<file path="src/rtl/frame_buf_pkg.sv">
// Shared constants and types for the ping-pong frame buffer.
//   DEF_DATA_WIDTH  : default word width
//   DEF_FRAME_DEPTH : default words per frame (power of two, >= 2)
//   bank_t          : bank index (0 or 1)
package frame_buf_pkg;

  localparam int unsigned DEF_DATA_WIDTH  = 32;
  localparam int unsigned DEF_FRAME_DEPTH = 16;

  typedef logic bank_t;

endpackage

</file>
<file path="src/rtl/frame_buf_dpram.sv">
// Simple dual-port synchronous RAM: one write port, one registered read port.
// Ports:
//   clk, rst_n         : clock, async active-low reset (read register only)
//   we_i/waddr_i/wdata_i : write port
//   re_i/raddr_i       : read request and address
//   rdata_o            : registered read data, holds when re_i is low
module frame_buf_dpram
  import frame_buf_pkg::*;
#(
  parameter int unsigned DATA_WIDTH = DEF_DATA_WIDTH,
  parameter int unsigned DEPTH      = 2 * DEF_FRAME_DEPTH,
  localparam int unsigned AW        = $clog2(DEPTH)
) (
  input  logic                  clk,
  input  logic                  rst_n,
  input  logic                  we_i,
  input  logic [AW-1:0]         waddr_i,
  input  logic [DATA_WIDTH-1:0] wdata_i,
  input  logic                  re_i,
  input  logic [AW-1:0]         raddr_i,
  output logic [DATA_WIDTH-1:0] rdata_o
);

  logic [DATA_WIDTH-1:0] mem_q [DEPTH];
  logic [DATA_WIDTH-1:0] rdata_q;

  // Storage array; contents are deliberately not reset.
  always_ff @(posedge clk) begin
    if (we_i) begin
      mem_q[waddr_i] <= wdata_i;
    end
  end

  // Read register; cleared on reset, holds its value between reads.
  always_ff @(posedge clk or negedge rst_n) begin
    if (!rst_n) begin
      rdata_q <= '0;
    end else if (re_i) begin
      rdata_q <= mem_q[raddr_i];
    end
  end

  assign rdata_o = rdata_q;

endmodule

</file>
<file path="src/rtl/frame_buf_pp.sv">
// Ping-pong (double-buffered) frame buffer: two banks of FRAME_DEPTH words.
// The writer fills one bank while the reader drains the other.
// Optional macro FRAME_BUF_REPEAT_EN: when the reader finishes a frame and the
// other bank is not yet full, the same frame is replayed instead of released.
// Ports:
//   clk, reset        : clock, async active-low reset
//   wr_en_in, data_in : write request and data
//   rd_en_in          : read request
//   data_out          : registered read data (holds when no read)
//   data_valid        : data_out was read in the previous cycle
//   wr_full           : both banks full (combinational from registers)
//   rd_avail          : read bank holds a complete frame (combinational from registers)
//   wr_overflow       : one-cycle pulse, write dropped
//   rd_underflow      : one-cycle pulse, read ignored
module frame_buf_pp
  import frame_buf_pkg::*;
#(
  parameter int unsigned DATA_WIDTH  = DEF_DATA_WIDTH,
  parameter int unsigned FRAME_DEPTH = DEF_FRAME_DEPTH
) (
  input  logic                  clk,
  input  logic                  reset,
  input  logic                  wr_en_in,
  input  logic [DATA_WIDTH-1:0] data_in,
  input  logic                  rd_en_in,
  output logic [DATA_WIDTH-1:0] data_out,
  output logic                  data_valid,
  output logic                  wr_full,
  output logic                  rd_avail,
  output logic                  wr_overflow,
  output logic                  rd_underflow
);

  localparam int unsigned ADDR_WIDTH = $clog2(FRAME_DEPTH);
  localparam logic [ADDR_WIDTH-1:0] LAST_ADDR = ADDR_WIDTH'(FRAME_DEPTH - 1);

  logic [1:0]            full_q, full_d;
  bank_t                 wr_bank_q, wr_bank_d;
  bank_t                 rd_bank_q, rd_bank_d;
  logic [ADDR_WIDTH-1:0] wr_addr_q, wr_addr_d;
  logic [ADDR_WIDTH-1:0] rd_addr_q, rd_addr_d;
  logic                  data_valid_q;
  logic                  wr_overflow_q;
  logic                  rd_underflow_q;

  logic wr_acc_c, rd_acc_c;

  // Accept writes into an empty bank and reads from a full bank.
  assign wr_acc_c = wr_en_in & ~full_q[wr_bank_q];
  assign rd_acc_c = rd_en_in &  full_q[rd_bank_q];

  // Pointer, bank and full-flag next state. An accepted write and read always
  // target different banks, so their flag updates never collide.
  always_comb begin
    full_d    = full_q;
    wr_bank_d = wr_bank_q;
    rd_bank_d = rd_bank_q;
    wr_addr_d = wr_addr_q;
    rd_addr_d = rd_addr_q;

    if (wr_acc_c) begin
      wr_addr_d = wr_addr_q + ADDR_WIDTH'(1);
      if (wr_addr_q == LAST_ADDR) begin
        full_d[wr_bank_q] = 1'b1;
        wr_bank_d         = ~wr_bank_q;
      end
    end

    if (rd_acc_c) begin
      rd_addr_d = rd_addr_q + ADDR_WIDTH'(1);
      if (rd_addr_q == LAST_ADDR) begin
`ifdef FRAME_BUF_REPEAT_EN
        // Release the frame only if the next one is already complete.
        if (full_q[~rd_bank_q]) begin
          full_d[rd_bank_q] = 1'b0;
          rd_bank_d         = ~rd_bank_q;
        end
`else
        full_d[rd_bank_q] = 1'b0;
        rd_bank_d         = ~rd_bank_q;
`endif
      end
    end
  end

  // State registers.
  always_ff @(posedge clk or negedge reset) begin
    if (!reset) begin
      full_q         <= '0;
      wr_bank_q      <= 1'b0;
      rd_bank_q      <= 1'b0;
      wr_addr_q      <= '0;
      rd_addr_q      <= '0;
      data_valid_q   <= 1'b0;
      wr_overflow_q  <= 1'b0;
      rd_underflow_q <= 1'b0;
    end else begin
      full_q         <= full_d;
      wr_bank_q      <= wr_bank_d;
      rd_bank_q      <= rd_bank_d;
      wr_addr_q      <= wr_addr_d;
      rd_addr_q      <= rd_addr_d;
      data_valid_q   <= rd_acc_c;
      wr_overflow_q  <= wr_en_in & full_q[wr_bank_q];
      rd_underflow_q <= rd_en_in & ~full_q[rd_bank_q];
    end
  end

  frame_buf_dpram #(
    .DATA_WIDTH (DATA_WIDTH),
    .DEPTH      (2 * FRAME_DEPTH)
  ) u_dpram (
    .clk     (clk),
    .rst_n   (reset),
    .we_i    (wr_acc_c),
    .waddr_i ({wr_bank_q, wr_addr_q}),
    .wdata_i (data_in),
    .re_i    (rd_acc_c),
    .raddr_i ({rd_bank_q, rd_addr_q}),
    .rdata_o (data_out)
  );

  assign data_valid   = data_valid_q;
  assign wr_overflow  = wr_overflow_q;
  assign rd_underflow = rd_underflow_q;
  assign wr_full      = full_q[0] & full_q[1];
  assign rd_avail     = full_q[rd_bank_q];

endmodule

</file>
<file path="config.mk">
export PLATFORM = sky130hd
export DESIGN_NAME = frame_buf_pp
export DESIGN_NICKNAME = d
export VERILOG_FILES = /design/src/rtl/frame_buf_pkg.sv /design/src/rtl/frame_buf_dpram.sv /design/src/rtl/frame_buf_pp.sv
export SDC_FILE = /design/constraint.sdc
export NUM_CORES = 1
export LEC_CHECK = 0
export CELL_PAD_IN_SITES_DETAIL_PLACEMENT = 0
export CELL_PAD_IN_SITES_GLOBAL_PLACEMENT = 1
export CORE_AREA = 2 2 296 298
export DETAILED_ROUTE_END_ITERATION = 8
export DIE_AREA = 0 0 298 300
export GPL_ROUTABILITY_DRIVEN = 0
export HOLD_SLACK_MARGIN = 0.06
export PLACE_DENSITY_LB_ADDON = 0.2
export SLEW_MARGIN = 10
export SYNTH_ARGS = -nofsm -noshare
export SYNTH_HDL_FRONTEND = slang
export SYNTH_SLANG_ARGS = --single-unit
export TNS_END_PERCENT = 1
</file>
<file path="constraint.sdc">
create_clock -name clk -period 3.05 [get_ports clk]
set_clock_uncertainty 0.1 [all_clocks]
set_input_delay 0.61 -clock clk [delete_from_list [all_inputs] [get_ports clk]]
set_output_delay 0.61 -clock clk [all_outputs]
set_load 0.02 [all_outputs]
</file>
* Word-level counts from Yosys, hierarchy flattened
Memory sizes are Yosys's and may differ from the RTL's. A register that Yosys moved wholly into a read port is not among the register bits. Cells that the tools add are included.
Storage, ports and cells: register bits after elaboration 15, memory bits (writable) 1024, input bits 36, output and inout bits 37, logic and storage cells 48, memories kept 1
Memories:
- u_dpram.mem_q | depth 32, bits a word 32, read ports 1, clocked after Yosys merged registers in 1, write ports 1, RTL line frame_buf_dpram.sv:24 | logic [DATA_WIDTH-1:0] mem_q [DEPTH];
Cells by class: add/subtract/negate cells 2, $lt $le $gt $ge 4, eq/ne operators 2, mux-type cells 14, bitwise logic cells 12, reductions and logical operators 5
Operator list (count):
- $add A4 B1 Y4 const B | 2
- $eq A4 B4 Y1 const B | 2
- $mux W1 | 8
- $mux W2 | 4
- $and A1 B1 Y1 | 5
- $lt A1 B2 Y1 const B | 2
- $not A1 Y1 | 4
- $reduce_and A2 Y1 | 2
- $and A2 B2 Y2 | 1
- $demux W1 S1 | 2
- $ge A1 B1 Y1 const B | 2
- $logic_and A1 B1 Y1 | 2
- $not A2 Y2 | 1
- $or A2 B2 Y2 | 1
- $logic_not A1 Y1 | 1

* Longest topological paths before layout
Gate-level depths: netlist (run 1).
depth after elaboration 10, depth in mapped cells 8, depth with buffers taken out 6

* Modules after synthesis
Synthesis (run 1) repeated with hierarchy kept, for this count alone.
Unflattened totals: cells, all modules 2255, area, all modules 41572.4 µm²
Modules (own cells, without submodules):
- frame_buf_dpram | times used 1, cells an instance 2200, area an instance 40910.5 µm², sequential area each 31550.3 µm²
- frame_buf_pp | times used 1, cells an instance 55, area an instance 661.9 µm², sequential area each 375.4 µm²

* Worst setup path after synthesis (run 1)
No wires, ideal clock.
path kind register to register, start register wr_bank_q, end memory u_dpram.mem_q[31][0] in the netlist's numbering, enable pin, setup time 0.423 ns, data arrival time 2.650 ns, data required time 2.527 ns, path slack -0.123 ns, stages on the path, launching flop included 8, buffers on the path 3, period minus slack after synthesis 3.173 ns, path through dfrtp_1 -> buf_2 -> mux2i_1 -> and2_1 -> buf_2 -> nand2_1 -> clkbuf_1 -> nor2_1
On the way: longest elaborated chain between the ends 6
Ends and longest elaborated chain:
- start, declared | RTL line frame_buf_pp.sv:38 | bank_t wr_bank_q, wr_bank_d;
- start signal, assigned | RTL line frame_buf_pp.sv:99 | wr_bank_q <= wr_bank_d;
- $mux W1 (not written as such) (2 in series) | RTL line frame_buf_pp.sv:49 | assign wr_acc_c = wr_en_in & ~full_q[wr_bank_q];
- $not A1 Y1 | RTL line frame_buf_pp.sv:49
- $and A1 B1 Y1 | RTL line frame_buf_pp.sv:49
- $mux W1 | RTL line frame_buf_dpram.sv:29 | if (we_i) begin
- $mux W1 (not written as such) | RTL line frame_buf_dpram.sv:30 | mem_q[waddr_i] <= wdata_i;
- end, declared | RTL line frame_buf_dpram.sv:24
Parallel ways exist; a longest one is shown, timed or not. The select of a mux whose other input is x is not followed.

* Final worst setup path (run 1)
start register rd_bank_q, end output port rd_avail
On the way: longest elaborated chain between the ends 2
Ends and longest elaborated chain:
- start, declared | RTL line frame_buf_pp.sv:39 | bank_t rd_bank_q, rd_bank_d;
- start signal, assigned | RTL line frame_buf_pp.sv:100 | rd_bank_q <= rd_bank_d;
- $mux W1 (not written as such) (2 in series) | RTL line frame_buf_pp.sv:127 | assign rd_avail = full_q[rd_bank_q];
- end, declared | RTL line frame_buf_pp.sv:29 | output logic rd_avail,
Every way passes these cells. The select of a mux whose other input is x is not followed.

==> impl_metrics.env, run 1 <==
export IMPL_hpwl_mm=61.9
export IMPL_hold_path_depth=2
export IMPL_synth_seq_cells=1071
export IMPL_cts_sinks=1071
export IMPL_path_clk_slew_ns=0.06
export IMPL_grt_use_total_pct=22.9
export IMPL_insertion_delay_ns=0.66
export IMPL_ys_types=34
export IMPL_vias_per_cell=5.81
export IMPL_power_frac_comb_pct=30.8
export IMPL_switching_share_pct=31.7
export IMPL_vias=21448
export IMPL_final_common_cell="edfxtp_1"
export IMPL_cp_end_kind="output pin"
export IMPL_ff2ff_path_depth=7
export IMPL_antenna_found_initial=1
export IMPL_synth_area_per_cell_um2=18.8
export IMPL_start_util_pct=48.6
export IMPL_max_freq_mhz=345
export IMPL_cts_buffer_depth=3
export IMPL_fin_nets=2486
export IMPL_yosys_area_top_type_share_pct=73.4
export IMPL_fin_setup_tns_ns=0
export IMPL_drv_cap=0
export IMPL_setup_viol=0
export IMPL_wl_per_cell_um=27.8
export IMPL_yosysSeqAreaShare_pct=76.2
export IMPL_rows=108
export IMPL_final_cell_mix="1024 x edfxtp_1, 513 x mux2i_1, 128 x a22oi_1, 111 x buf_4, 109 x clkbuf_16"
export IMPL_syn_nets=2271
export IMPL_rsz0062_at_grt="false"
export IMPL_relSlewSlack_pct=47.2
export IMPL_vdd_drop_max_uv=483
export IMPL_overflow=0
export IMPL_min_from="u_dpram.rdata_o[29]"
export IMPL_synth_yosys_warnings=0
export IMPL_hold_violations=0
export IMPL_io_pins=73
export IMPL_required_ns=2.34
export IMPL_rrSetupSlack_ns=0.41
export IMPL_drt_total_wl_mm=103
export IMPL_hold_path_class="flop to flop"
export IMPL_post_synth_inst_count=2230
export IMPL_port_buffers=72
export IMPL_synth_top_cells_by_area="edfxtp_1 73%, mux2i_1 12%, dfrtp_1 2.8%, a22oi_1 2.3%, a221oi_2 1.8%"
export IMPL_syn_to_final_growth_pct=17.0
export IMPL_drt_pre_antenna_iters=5
export IMPL_dieArea_mm2=0.0894
export IMPL_grt_max_degree=67
export IMPL_regArea_mm2=0.0319
export IMPL_cts_buffers=107
export IMPL_outcome="finished, final reports clean"
export IMPL_clkPwrFrac_pct=29.2
export IMPL_power_frac_seq_pct=40.0
export IMPL_grt_pass1_vias=21673
export IMPL_cts_resized_gates=0
export IMPL_multi_input_area_mm2=0.00944
export IMPL_p_int_w=0.0300
export IMPL_rr_startpoint="rd_addr_q[2]"
export IMPL_core_region_area_mm2=0.0862
export IMPL_drv_slew=0
export IMPL_synth_largest_area_cell="edfxtp_1"
export IMPL_worstHoldEndpoint="u_dpram.rdata_o[29]"
export IMPL_cp_start_kind="flop"
export IMPL_drive_above_1_share_pct=17.8
export IMPL_fillers=6558
export IMPL_cp_max_fo=8
export IMPL_drc=0
export IMPL_cts_root_buf="clkbuf_16"
export IMPL_worst_hold_slack_ns=0.391
export IMPL_synth_cell_area_mm2=0.0419
export IMPL_fp_dieH_um=300
export IMPL_final_util_pct=56.9
export IMPL_period_share_pct=95.0
export IMPL_worst_pin_slew_ns=0.791
export IMPL_diodes=0
export IMPL_h_tree_depth=3
export IMPL_die_w_um=298
export IMPL_p_per_area_mw_per_mm2=895
export IMPL_finalCriticalPeriod_ns=2.90
export IMPL_p_leak_nw=17.0
export IMPL_p_switching_w=0.0139
export IMPL_crit_type="flop to output pin"
export IMPL_r2r_end="u_dpram.rdata_o[7]"
export IMPL_ant_nets=0
export IMPL_drt_iter0_drc=1974
export IMPL_grt_pass1_wl_mm=149
export IMPL_cts_tree="done"
export IMPL_arrival_ns=2.19
## stage by stage
stage          setup WS (ns)  cells  area (um2)  total power, W
3_5_place_dp           0.368   3490       45600          0.0315
5_1_grt               0.0976   3693       49000          0.0456
4_1_cts                0.116   3693       49000          0.0442
3_3_place_gp           0.342   3490       45600          0.0314
2_1_floorplan         -0.101   2230       41900          0.0265
6_report               0.152   3693       49000          0.0439
## registers in the layout, indices dropped and copies added (netlist names)
register         count
u_dpram.rdata_o     32
wr_overflow          1
wr_bank_q            1
full_q               2
rd_underflow         1
wr_addr_q            4
rd_bank_q            1
rd_addr_q            4
u_dpram.mem_q     1024
data_valid           1
## cells by family after synthesis
kind of cell	after synthesis	share of synthesized area, %
AO/OA/AOI/OAI	389	8.26
XOR/XNOR	7	0.146
adder cells (fa/ha/maj)	5	0.149
buffers and inverters	144	1.96
flip-flops	1071	76.2
multiplexers	514	12.3
AND/OR/NAND/NOR	100	1.01
## area by class of cell
class / count / share of cell area [%]
clock inverters: 52 / 0.970
multi-input cells: 1015 / 19.2
flip-flops and latches: 1071 / 65.1
inverters: 5 / 0.0383
repair buffers: 245 / 5.65
well taps: 1155 / 2.95
clock buffers: 150 / 6.04
## Yosys cell counts
| cell type | number |
|---|---|
| edfxtp_1 | 1024 |
| mux2i_1 | 513 |
| a22oi_1 | 128 |
| a21oi_1 | 64 |
| a22o_1 | 64 |
| clkbuf_1 | 53 |
| a221oi_2 | 49 |
| dfrtp_1 | 47 |
| nand2_1 | 46 |
| nor2_1 | 36 |
| buf_4 | 35 |
| o22ai_1 | 32 |
| o41ai_2 | 32 |
| buf_2 | 18 |
| a221oi_1 | 15 |
| buf_6 | 15 |
| buf_1 | 14 |
| xnor2_1 | 7 |
| ha_1 | 5 |
| inv_1 | 5 |
| clkbuf_4 | 4 |
| and2_1 | 3 |
| nand4_1 | 3 |
| nor2b_1 | 3 |
| o21ai_0 | 3 |
| nand2b_1 | 2 |
| nand3b_1 | 2 |
| or2_2 | 2 |
| a2bb2oi_1 | 1 |
| mux2_2 | 1 |
| nand3_1 | 1 |
| o22a_1 | 1 |
| or3_1 | 1 |
| or3b_2 | 1 |
## critical path, cell delays in order (launching register included)
cell and delay (ns):
dfrtp_1 0.55, mux2_2 0.43, clkdlybuf4s50_1 0.55
## layer usage
metal  routed length (um)  track usage, %  up-vias
met1                45400            32.9    11098
li1                     -               -     9545
met2                48700            36.9      675
met5                   13               0        -
met3                 6220            3.67      128
met4                 2120            5.84        2
## how the worst max path moves through the flow
stage	start	end	slack, ns	depth (start not counted)
5_1_grt	rd_bank_q	rd_avail	0.1	2
3_3_place_gp	wr_en_in	u_dpram.mem_q[0][8]	0.34	6
3_5_place_dp	wr_en_in	u_dpram.mem_q[0][1]	0.37	6
2_1_floorplan	wr_bank_q	u_dpram.mem_q[23][0]	-0.10	7
6_report	rd_bank_q	rd_avail	0.15	2
4_1_cts	rd_bank_q	rd_avail	0.12	2
## power groups by stage
stage                     logic (W)  clock network, W  registers (W)
after CTS                    0.0136            0.0130         0.0176
final                        0.0135            0.0128         0.0176
after global placement       0.0135                 0         0.0179
after floorplan             0.00860                 0         0.0179
after global routing         0.0144            0.0136         0.0176
after detailed placement     0.0136                 0         0.0179
## timing repair
action / 4_1_cts / 5_1_grt
endpoints found under the hold margin: 26 / 0
hold buffers: 1 / 0
setup buffers: 0 / 0
(Power assumes the default switching activity.)
==> inputs of run 2 (changes only) <==
--- a/config.mk
+++ b/config.mk
@@ -13,7 +13,7 @@
 export GPL_ROUTABILITY_DRIVEN = 0
 export HOLD_SLACK_MARGIN = 0.06
 export PLACE_DENSITY_LB_ADDON = 0.2
-export SLEW_MARGIN = 10
+export SLEW_MARGIN = 20
 export SYNTH_ARGS = -nofsm -noshare
 export SYNTH_HDL_FRONTEND = slang
 export SYNTH_SLANG_ARGS = --single-unit
==> results of run 2 <==
Same layout as run 1: the final DEF is identical, and so are final timing and power.
